### config.mk
export PLATFORM = sky130hd
export DESIGN_NAME = hazard_issue_controller
export DESIGN_NICKNAME = d
export VERILOG_FILES = /design/src/rtl/hazard_pkg.sv /design/src/rtl/reg_scoreboard.sv /design/src/rtl/hazard_issue_controller.sv
export SDC_FILE = /design/constraint.sdc
export NUM_CORES = 1
export LEC_CHECK = 0
export ABC_AREA = 1
export CAP_MARGIN = 20
export CORE_ASPECT_RATIO = 0.7
export CORE_MARGIN = 1.5
export CORE_UTILIZATION = 42
export DETAILED_ROUTE_END_ITERATION = 16
export PLACE_DENSITY = 0.65
export SYNTH_ARGS = -nofsm -noshare
export SYNTH_HDL_FRONTEND = slang
export SYNTH_SLANG_ARGS = --single-unit
### constraint.sdc
create_clock -name clock -period 4.65 [get_ports clock]
set_input_delay 0.93 -clock clock [delete_from_list [all_inputs] [get_ports clock]]
set_output_delay 0.93 -clock clock [all_outputs]
set_load 0.005 [all_outputs]
### src/rtl/hazard_pkg.sv
// Shared definitions for the hazard issue controller: opcodes, instruction
// field positions, FSM state encoding and the source/destination decoder.
package hazard_pkg;

  localparam int unsigned INSTR_W  = 20;
  localparam int unsigned REG_AW   = 4;
  localparam int unsigned NUM_REGS = 16;
  localparam int unsigned CNT_W    = 3;

  // Instruction field positions
  localparam int unsigned OPC_MSB = 19;
  localparam int unsigned OPC_LSB = 16;
  localparam int unsigned FA_MSB  = 15;
  localparam int unsigned FA_LSB  = 12;
  localparam int unsigned FB_MSB  = 11;
  localparam int unsigned FB_LSB  = 8;
  localparam int unsigned FC_MSB  = 7;
  localparam int unsigned FC_LSB  = 4;

  localparam logic [3:0] OP_STORE = 4'b1100;
  localparam logic [3:0] OP_NOP   = 4'b0000;

  typedef enum logic [0:0] {
    EMPTY = 1'b0,
    HOLD  = 1'b1
  } state_e;

  typedef struct packed {
    logic              use1;
    logic              use2;
    logic [REG_AW-1:0] src1;
    logic [REG_AW-1:0] src2;
    logic              wr;
    logic [REG_AW-1:0] dst;
  } decode_t;

  // Stores read fields A/B and write nothing; NOPs touch nothing;
  // everything else reads B/C and writes A.
  function automatic decode_t decode(input logic [INSTR_W-1:0] instr);
    decode_t d;
    logic [3:0] opc;
    opc    = instr[OPC_MSB:OPC_LSB];
    d      = '0;
    d.dst  = instr[FA_MSB:FA_LSB];
    if (opc == OP_STORE) begin
      d.use1 = 1'b1;
      d.use2 = 1'b1;
      d.src1 = instr[FA_MSB:FA_LSB];
      d.src2 = instr[FB_MSB:FB_LSB];
    end else if (opc != OP_NOP) begin
      d.use1 = 1'b1;
      d.use2 = 1'b1;
      d.src1 = instr[FB_MSB:FB_LSB];
      d.src2 = instr[FC_MSB:FC_LSB];
      d.wr   = 1'b1;
    end
    return d;
  endfunction

endpackage

### src/rtl/reg_scoreboard.sv
// Per-register write-back countdown scoreboard (16 x 3-bit counters).
// Ports: clk/rst_n; i_load_en/i_load_addr load WB_LATENCY into one counter;
// i_query_addr1/2 -> o_busy1_c/o_busy2_c combinational busy flags.
// Macro FORWARDING_EN: a counter of 1 is reported as not busy (bypass).
module reg_scoreboard
  import hazard_pkg::*;
#(
  parameter int unsigned WB_LATENCY = 3
) (
  input  logic              clk,
  input  logic              rst_n,
  input  logic              i_load_en,
  input  logic [REG_AW-1:0] i_load_addr,
  input  logic [REG_AW-1:0] i_query_addr1,
  input  logic [REG_AW-1:0] i_query_addr2,
  output logic              o_busy1_c,
  output logic              o_busy2_c
);

  logic [CNT_W-1:0] r_cnt [NUM_REGS];
  logic [CNT_W-1:0] w_cnt1;
  logic [CNT_W-1:0] w_cnt2;

  // Load wins over the free-running decrement on the same register
  always_ff @(posedge clk or negedge rst_n) begin
    if (!rst_n) begin
      for (int i = 0; i < int'(NUM_REGS); i++) r_cnt[i] <= '0;
    end else begin
      for (int i = 0; i < int'(NUM_REGS); i++) begin
        if (i_load_en && (i_load_addr == REG_AW'(i)))
          r_cnt[i] <= CNT_W'(WB_LATENCY);
        else if (r_cnt[i] != '0)
          r_cnt[i] <= r_cnt[i] - CNT_W'(1);
      end
    end
  end

  assign w_cnt1 = r_cnt[i_query_addr1];
  assign w_cnt2 = r_cnt[i_query_addr2];

`ifdef FORWARDING_EN
  assign o_busy1_c = (w_cnt1 > CNT_W'(1));
  assign o_busy2_c = (w_cnt2 > CNT_W'(1));
`else
  assign o_busy1_c = (w_cnt1 != '0);
  assign o_busy2_c = (w_cnt2 != '0);
`endif

endmodule

### src/rtl/hazard_issue_controller.sv
// Single-entry issue buffer that holds an instruction until its source
// registers are free of pending write-backs, then issues it downstream.
// Ports: clock/reset (async active-low); instruction/inValid/inReady input
// handshake; flush drops the held entry; issueValid/issueReady/issueInstruction
// output handshake; ReadAddressRF1/2 source addresses of the held entry;
// stall and saturating stallCount (hazard cycles).
// Macro FORWARDING_EN (in reg_scoreboard): one-cycle-early source availability.
module hazard_issue_controller
  import hazard_pkg::*;
#(
  parameter int unsigned WB_LATENCY  = 3,
  parameter int unsigned STALL_CNT_W = 16
) (
  input  logic                   clock,
  input  logic                   reset,
  input  logic [INSTR_W-1:0]     instruction,
  input  logic                   inValid,
  output logic                   inReady,
  input  logic                   flush,
  input  logic                   issueReady,
  output logic                   issueValid,
  output logic [INSTR_W-1:0]     issueInstruction,
  output logic [REG_AW-1:0]      ReadAddressRF1,
  output logic [REG_AW-1:0]      ReadAddressRF2,
  output logic                   stall,
  output logic [STALL_CNT_W-1:0] stallCount
);

  localparam logic [0:0] S_EMPTY = EMPTY;
  localparam logic [0:0] S_HOLD  = HOLD;

  logic [0:0]             r_state;
  logic [INSTR_W-1:0]     r_hold;
  logic [STALL_CNT_W-1:0] r_stall_cnt;

  logic [0:0]             w_state_nxt;
  logic [INSTR_W-1:0]     w_hold_nxt;
  logic [STALL_CNT_W-1:0] w_stall_cnt_nxt;

  decode_t w_dec;
  logic    w_hold_st;
  logic    w_busy1;
  logic    w_busy2;
  logic    w_hazard;
  logic    w_fire;
  logic    w_accept;

  // Decode and hazard detection on the held entry
  assign w_dec     = decode(r_hold);
  assign w_hold_st = (r_state == S_HOLD);
  assign w_hazard  = w_hold_st && ((w_dec.use1 && w_busy1) || (w_dec.use2 && w_busy2));

  reg_scoreboard #(
    .WB_LATENCY (WB_LATENCY)
  ) u_scoreboard (
    .clk           (clock),
    .rst_n         (reset),
    .i_load_en     (w_fire && w_dec.wr),
    .i_load_addr   (w_dec.dst),
    .i_query_addr1 (w_dec.src1),
    .i_query_addr2 (w_dec.src2),
    .o_busy1_c     (w_busy1),
    .o_busy2_c     (w_busy2)
  );

  // Handshakes; a held entry that issues frees the slot in the same cycle
  assign issueValid       = w_hold_st && !w_hazard;
  assign w_fire           = issueValid && issueReady;
  assign inReady          = !flush && (!w_hold_st || w_fire);
  assign w_accept         = inValid && inReady;
  assign stall            = w_hold_st && !w_fire;
  assign issueInstruction = w_hold_st ? r_hold : '0;
  assign ReadAddressRF1   = (w_hold_st && w_dec.use1) ? w_dec.src1 : '0;
  assign ReadAddressRF2   = (w_hold_st && w_dec.use2) ? w_dec.src2 : '0;
  assign stallCount       = r_stall_cnt;

  // State, holding register and stall counter
  always_ff @(posedge clock or negedge reset) begin
    if (!reset) begin
      r_state     <= S_EMPTY;
      r_hold      <= '0;
      r_stall_cnt <= '0;
    end else begin
      r_state     <= w_state_nxt;
      r_hold      <= w_hold_nxt;
      r_stall_cnt <= w_stall_cnt_nxt;
    end
  end

  // Next state: flush dominates, then refill, then drain
  always_comb begin
    w_state_nxt     = r_state;
    w_hold_nxt      = r_hold;
    w_stall_cnt_nxt = r_stall_cnt;
    if (w_hazard && (r_stall_cnt != '1))
      w_stall_cnt_nxt = r_stall_cnt + STALL_CNT_W'(1);
    if (flush) begin
      w_state_nxt = S_EMPTY;
      w_hold_nxt  = '0;
    end else if (w_accept) begin
      w_state_nxt = S_HOLD;
      w_hold_nxt  = instruction;
    end else if (w_fire) begin
      w_state_nxt = S_EMPTY;
      w_hold_nxt  = '0;
    end
  end

endmodule

==> results of run 1 <==
metrics by stage:
step           cells  hold slack (ns)  area (um^2)  utilization (%)
2_1_floorplan    705            0.458         5610                -
3_3_place_gp     922            0.469         6400             48.9
3_5_place_dp     922            0.479         6400             48.9
4_1_cts          937            0.494         6700             51.1
5_1_grt          939            0.517         6750             51.6
6_report         939            0.492         6750             51.6
area by class of cell:
| type | count | area, um^2 |
|---|---|---|
| timing repair buffer | 76 | 786 |
| inverter | 119 | 449 |
| tap | 166 | 208 |
| clock buffer | 11 | 243 |
| sequential | 85 | 2130 |
| fill | 1227 | 6340 |
| multi-input combinational | 478 | 2890 |
| clock inverter | 4 | 48.8 |
kinds of logic after synthesis:
group	after synthesis	share of synthesized area, %
XOR/XNOR	28	4.37
AND/OR/NAND/NOR	349	31.6
buffers and inverters	142	10.6
flip-flops	85	37.9
adder cells (fa/ha/maj)	33	7.35
AO/OA/AOI/OAI	66	7.73
multiplexers	2	0.468
worst reg2reg max path, cell delays in order (launching register included):
cell,delay (ns)
dfrtp_1,0.43
nor2_4,0.18
nand2_2,0.24
nand2_2,0.18
inv_2,0.18
a22oi_2,0.25
nand3_1,0.11
nand2_1,0.07
nand2_1,0.07
nand3_2,0.11
nand3_4,0.11
nor2_8,0.27
nand4_1,0.30
nand2_1,0.14
inv_1,0.04
flip-flops by register name (all words and copies together), names as in the netlist:
register            count
r_hold                 20
r_state                 1
stallCount             16
u_scoreboard.r_cnt     48
cells in the mapped netlist (2+ instances only):
library cell,instances,area (um^2)
nand2_1,163,612
inv_1,115,432
dfrtp_1,85,2130
nor2_1,44,165
nand3_1,43,215
ha_1,33,413
nand4_1,31,194
xor2_1,22,193
o2111ai_1,20,175
o21ai_0,20,100
a21oi_1,16,80.1
nor3_1,16,80.1
clkbuf_1,13,48.8
nand3b_1,13,97.6
nand2_2,10,62.6
nand4_2,9,113
nand2_4,8,90.1
nand3_2,6,60.1
xnor2_1,6,52.6
buf_6,4,45.0
buf_2,3,15.0
inv_2,3,11.3
a22oi_1,2,15.0
nor2_4,2,22.5
o21ai_1,2,10.0
o21ai_2,2,17.5
power groups by stage:
stage / logic (mW) / registers, mW / clock network (mW)
after detailed placement: 1.55 / 1.25 / 0
final: 1.55 / 1.23 / 0.712
after global placement: 1.43 / 1.22 / 0
after floorplan: 1.18 / 1.19 / 0
after CTS: 1.56 / 1.23 / 0.732
after global routing: 1.82 / 1.27 / 0.761
worst max-delay path by stage:
stage | from | end | slack [ns] | cells past startpoint
after floorplan | r_hold[17] | inReady | 1.88 | 16
after global placement | r_hold[17] | inReady | 1.07 | 14
after detailed placement | r_hold[17] | inReady | 0.96 | 14
after CTS | r_hold[17] | inReady | 0.58 | 14
after global routing | r_hold[17] | inReady | 0.28 | 15
final | r_hold[17] | inReady | 0.62 | 14
layout by cell type, fill, tap and decap left out, types with 8 or more instances in the layout:
cell               n
clkbuf_16          9
nand2_1          163
nand2_4            8
nor3_1            16
xor2_1            22
nand2_2           10
ha_1              33
clkdlybuf4s50_1   70
nand4_2            9
o21ai_0           20
o2111ai_1         20
a21oi_1           16
nand4_1           31
nor2_1            44
nand3b_1          13
dfrtp_1           85
inv_1            115
nand3_1           43
per-layer routing:
layer	global-route usage [%]	vias to the layer above	part of all wire [%]
met4	5.93	0	1.4
met3	5.30	16	5.9
met5	0	-	0
li1	-	2437	-
met2	30.5	115	43
met1	30.6	2347	50
==> results.yml, run 1 <==
timing:
  tightest_slew_ns: 0.761
  fin_tns_setup_ns: 0
  period_minus_slack_ns: 4.03
  rsz0062_at_grt: "no"
  slew_headroom_pct: 49.1
  clock_skew_ns: 0.00776
  finalSetupViolations: 0
  fin_crit_sh_pct: 86.6
  timing.final.ws_setup_ns: 0.624
  hold_violations: 0
  clock.fmax_mhz: 248
  slew_violations: 0
die:
  core_mm2: 0.0131
  dieArea_mm2: 0.0141
  initial_utilization_pct: 42.9
  ios: 72
  die_x_um: 141
  die_h_um: 99.7
  row_count: 35
setup_path:
  cp.required_ns: 3.72
  crit_chain: "nor2_4, nand2_2, nand2_2, inv_2, a22oi_2, nand3_1, nand2_1, nand2_1, nand3_2, nand2_1, o21ai_2, inv_1, nor2_1, clkdlybuf4s50_1"
  ff2ff_path_depth: 14
  end_kind: "output pin"
  crit_fanout: 19
  crit_buf_inv: 3
  crit_type: "register to output pin"
  critPathSlowestCell: "clkdlybuf4s50_1"
  critPathLaunchType: "register"
  critPathMostFrequentCell: "nand2_1"
  rrSetupSlack_ns: 1.86
  crit_path_max_incr_delay_ns: 0.51
  cp_top_family: "simple AND/OR/NAND/NOR gates"
  cp.arrival_ns: 3.10
  rr_endpoint: "u_scoreboard.r_cnt[35]"
  r2r-start: "r_hold[17]"
placed_design:
  place_ws_ns: 0.961
  gp_congestion: 0.904
  hpwlAfterDp_um: 10400
  port_buffers: 71
cts:
  insertion_delay_ns: 0.34
  cts_resized: 0
  cts.clk_slew.worst_paths_ns: 0.06
  root_buffer: "clkbuf_16"
  post_cts_buffers: 0
  cts.path.max_buffers: 2
  clock-sinks: 85
  cts_buffers: 9
  cts.htree.levels: 3
  cts_tree: "yes"
  cts_hold_buf: 0
power_and_ir_drop:
  powerDensity_mw_per_mm2: 518
  peakVddDrop_uv: 217
  pwr-share-clk_pct: 20.4
  comb_power_share_pct: 44.3
  p_leak_nw: 3.59
  power.total_mw: 3.49
  switching_share_pct: 39.6
  p_sw_mw: 1.39
  power.share.sequential_pct: 35.3
  cellInternalPower_mw: 2.11
detailed_routing:
  drt_iter0_drc: 280
  wl_per_cell_um: 14.6
  vias: 4915
  routed_wl_um: 13700
  ant_nets: 0
  dr.pass1.iters: 5
  via_per_inst: 5.23
  drc_errors: 0
synth:
  syn-num-nets: 763
  avgSynthCellArea_um2: 7.96
  async_reset_ff_share_pct: 100
  ys.flop_type: "dfrtp_1"
  yosysSeqAreaShare_pct: 37.9
  ys_ff_latch: 85
  synthCells: 705
  synth_edf_count: 0
  syn-cell-area_mm2: 0.00561
  synth.distinct_cells: 40
  yosysWarnings: 0
worst_hold_path:
  holdPathEnd: "u_scoreboard.r_cnt[43]"
  hold_class: "register to register"
  whs_path_depth: 2
  hp-start: "u_scoreboard.r_cnt[43]"
global_route:
  grt_max_degree: 86
  gr-total-overflow: 0
  antenna_found_initial: 0
  grt_pass1_vias: 4779
  track_usage_pct: 21.0
  grt_pass1_wl_um: 23400
layout:
  drive_above_1_share_pct: 8.80
  diodes: 0
  nNetsFinal: 827
  area_delta_synth_final_pct: 20.3
run:
  maxCapViolCount: 0
outcome:
  outcome: "finished clean"
No activity file was read; power rests on OpenSTA's default activity.
==> run 2, diff against run 1 <==
- SKIP_LAST_GASP: default -> 1
- SYNTH_HIERARCHICAL: default -> 1
==> results.yml, run 2 <==
synth:
  yosysWarnings: 6
  syn-cell-area_mm2: 0.00572
  syn-num-nets: 845
  async_reset_ff_share_pct: 100
  synth.most_common_cell: "nand2_1"
  synth_top_cell_by_area: "dfrtp_1"
  avgSynthCellArea_um2: 7.27
  ys_ff_latch: 85
  synthCells: 787
  synthTopCellsByCount: "nand2_1 (234), inv_1 (119), dfrtp_1 (85)"
  ys.flop_type: "dfrtp_1"
  netlist.area_leader.share_pct: 37.2
  yosys-top-cells-area: "dfrtp_1 (37%), nand2_1 (15%), inv_1 (7.8%), ha_1 (7.2%), nand3_1 (4.5%)"
  synth.distinct_cells: 30
  synth_edf_count: 0
  yosysSeqAreaShare_pct: 37.2
detailed_routing:
  wl_per_cell_um: 13.7
  drc_errors: 0
  ant_nets: 0
  via_per_inst: 5.03
  dr.pass1.iters: 5
  vias: 5308
  drt_iter0_drc: 331
  routed_wl_um: 14500
layout:
  fillers: 1306
  final_cell_mix: "nand2_1 (230), inv_1 (117), dfrtp_1 (83)"
  layout_commonest_cell: "nand2_1"
  largest_reg_flops: 48
  diodes: 0
  design_area_mm2: 0.00709
  instances_no_fill: 1056
  top_register: "u_scoreboard/r_cnt"
  nNetsFinal: 924
  area_delta_synth_final_pct: 23.9
  fin_util_pct: 53.6
  drive_above_1_share_pct: 9.53
setup_path:
  cp_top_family: "simple AND/OR/NAND/NOR gates"
  cp.required_ns: 3.72
  crit_fanout: 9
  critPathSlowestCell: "clkdlybuf4s50_1"
  rr_endpoint: "u_scoreboard/r_cnt[7]"
  cp.arrival_ns: 3.42
  r2r-start: "r_hold[16]"
  critPathLaunchType: "register"
  crit_buf_inv: 3
  rrSetupSlack_ns: 0.70
  critPathMostFrequentCell: "nand2_1"
  ff2ff_path_depth: 19
  end_kind: "output pin"
  crit_type: "register to output pin"
  crit_path_max_incr_delay_ns: 0.50
  crit_chain: "nor2_4, nand3_4, o22ai_2, inv_2, a21oi_1, nand2_1, nand2_1, nand3_1, nand3_1, nand2_1, or2_2, nand2_2, nand3_2, nand2_2, inv_1, nor2_1, clkdlybuf4s50_1"
placed_design:
  dpl_cell_area_mm2: 0.00659
  gp_congestion: 0.872
  hpwlAfterDp_um: 10500
  place_inst: 1028
  place_ws_ns: 0.352
  port_buffers: 71
timing:
  clock.fmax_mhz: 230
  finalSetupViolations: 0
  period_minus_slack_ns: 4.35
  timing.final.ws_setup_ns: 0.301
  hold_ws_ns: 0.512
  slew_violations: 0
  clock_skew_ns: 0.00930
  tightest_slew_ns: 0.708
  fin_tns_setup_ns: 0
  fin_crit_sh_pct: 93.5
  slew_headroom_pct: 52.8
  hold_violations: 0
power_and_ir_drop:
  power.share.sequential_pct: 36.6
  powerDensity_mw_per_mm2: 475
  cellInternalPower_mw: 2.02
  p_leak_nw: 3.50
  peakVddDrop_uv: 318
  pwr-share-clk_pct: 19.8
  p_sw_mw: 1.34
  switching_share_pct: 39.9
  power.total_mw: 3.37
  comb_power_share_pct: 43.6
cts:
  cts.path.max_buffers: 2
  cts_tree: "yes"
  insertion_delay_ns: 0.35
  clock-sinks: 85
  cts.clk_slew.worst_paths_ns: 0.06
  root_buffer: "clkbuf_16"
  cts_buffers: 9
  cts.htree.levels: 3
die:
  die_h_um: 101
  row_count: 35
  core_mm2: 0.0132
  die_x_um: 142
  dieArea_mm2: 0.0143
  initial_utilization_pct: 43.2
  ios: 72
global_route:
  grt_max_degree: 48
  gr-total-overflow: 0
  track_usage_pct: 21.3
  grt_pass1_wl_um: 24100
  grt_pass1_vias: 4847
  antenna_found_initial: 0
run:
  maxCapViolCount: 0
worst_hold_path:
  hp-start: "u_scoreboard/r_cnt[10]"
  hold_class: "register to register"
  whs_path_depth: 2
  holdPathEnd: "u_scoreboard/r_cnt[10]"
outcome:
  outcome: "finished clean"
==> run 2: cell count changes after synthesis, sizes merged, moves of 12 or more <==
cell | before | now
a21oi | 17 | 31
nand2 | 181 | 248
nand3b | 13 | 0
nand4 | 40 | 22
nor2 | 47 | 69
nor3 | 17 | 5
o211ai | 0 | 16
o21ai | 24 | 12
==> run 2: cells by family (layout without fill, tap and decap cells) <==
logic type               Yosys count  count (layout)  synth area share (%)
flip-flops                        85              85                  37.2
adder cells (fa/ha/maj)           33              33                  7.22
buffers and inverters            153             236                  11.1
XOR/XNOR                          27              27                  4.13
AND/OR/NAND/NOR                  400             401                  30.4
AO/OA/AOI/OAI                     89              89                  10.0
==> run 2: how the worst max path moves through the flow <==
stage	start	to	slack (ns)	depth (start not counted)
6_report	r_hold[16]	inReady	0.30	17
5_1_grt	r_hold[17]	inReady	-0.02	17
4_1_cts	r_hold[16]	inReady	0.004	19
3_5_place_dp	r_hold[16]	inReady	0.35	19
3_3_place_gp	r_hold[16]	inReady	0.44	19
2_1_floorplan	r_hold[16]	inReady	1.21	18
==> run 2: what timing repair did <==
item | in CTS | in global routing
hold buffers | 0 | 0
resized for setup | 1 | 25
pin swaps | 0 | 5
buffers inserted | 2 | 7
endpoints found under the hold margin | 0 | 0
gates cloned | 0 | 2
setup endpoints to repair | 1 | 6
==> run 2: area by class of cell <==
| class | count | area (um^2) | area share (%) |
|---|---|---|---|
| inverter | 125 | 475 | 6.71 |
| sequential | 85 | 2130 | 30.0 |
| timing repair inverter | 1 | 7.51 | 0.106 |
| tap | 185 | 231 | 3.27 |
| clock buffer | 11 | 233 | 3.28 |
| multi-input combinational | 550 | 3060 | 43.1 |
| timing repair buffer | 94 | 917 | 12.9 |
| clock inverter | 5 | 37.5 | 0.530 |
==> run 2: power by group through the flow <==
stage | Combinational, mW | Clock (mW) | Sequential (mW)
final | 1.47 | 0.666 | 1.23
after global routing | 1.74 | 0.718 | 1.27
after CTS | 1.44 | 0.687 | 1.23
after detailed placement | 1.44 | 0 | 1.23
after global placement | 1.41 | 0 | 1.24
after floorplan | 1.13 | 0 | 1.18
==> run 2: metal layers <==
layer	track usage (%)	up-vias	share of wire, %
met5	0	-	0
met4	5.55	0	1.4
met3	5.23	19	6.5
met2	29.3	152	40
met1	32.8	2449	52
li1	-	2688	-
==> run 2: tightest hold or removal path: cells and delay by family (launching register included) <==
family           cells  cell delay, ns
AND/OR/NAND/NOR      1            0.05
flip-flops           1            0.34
AO/OA/AOI/OAI        1            0.08
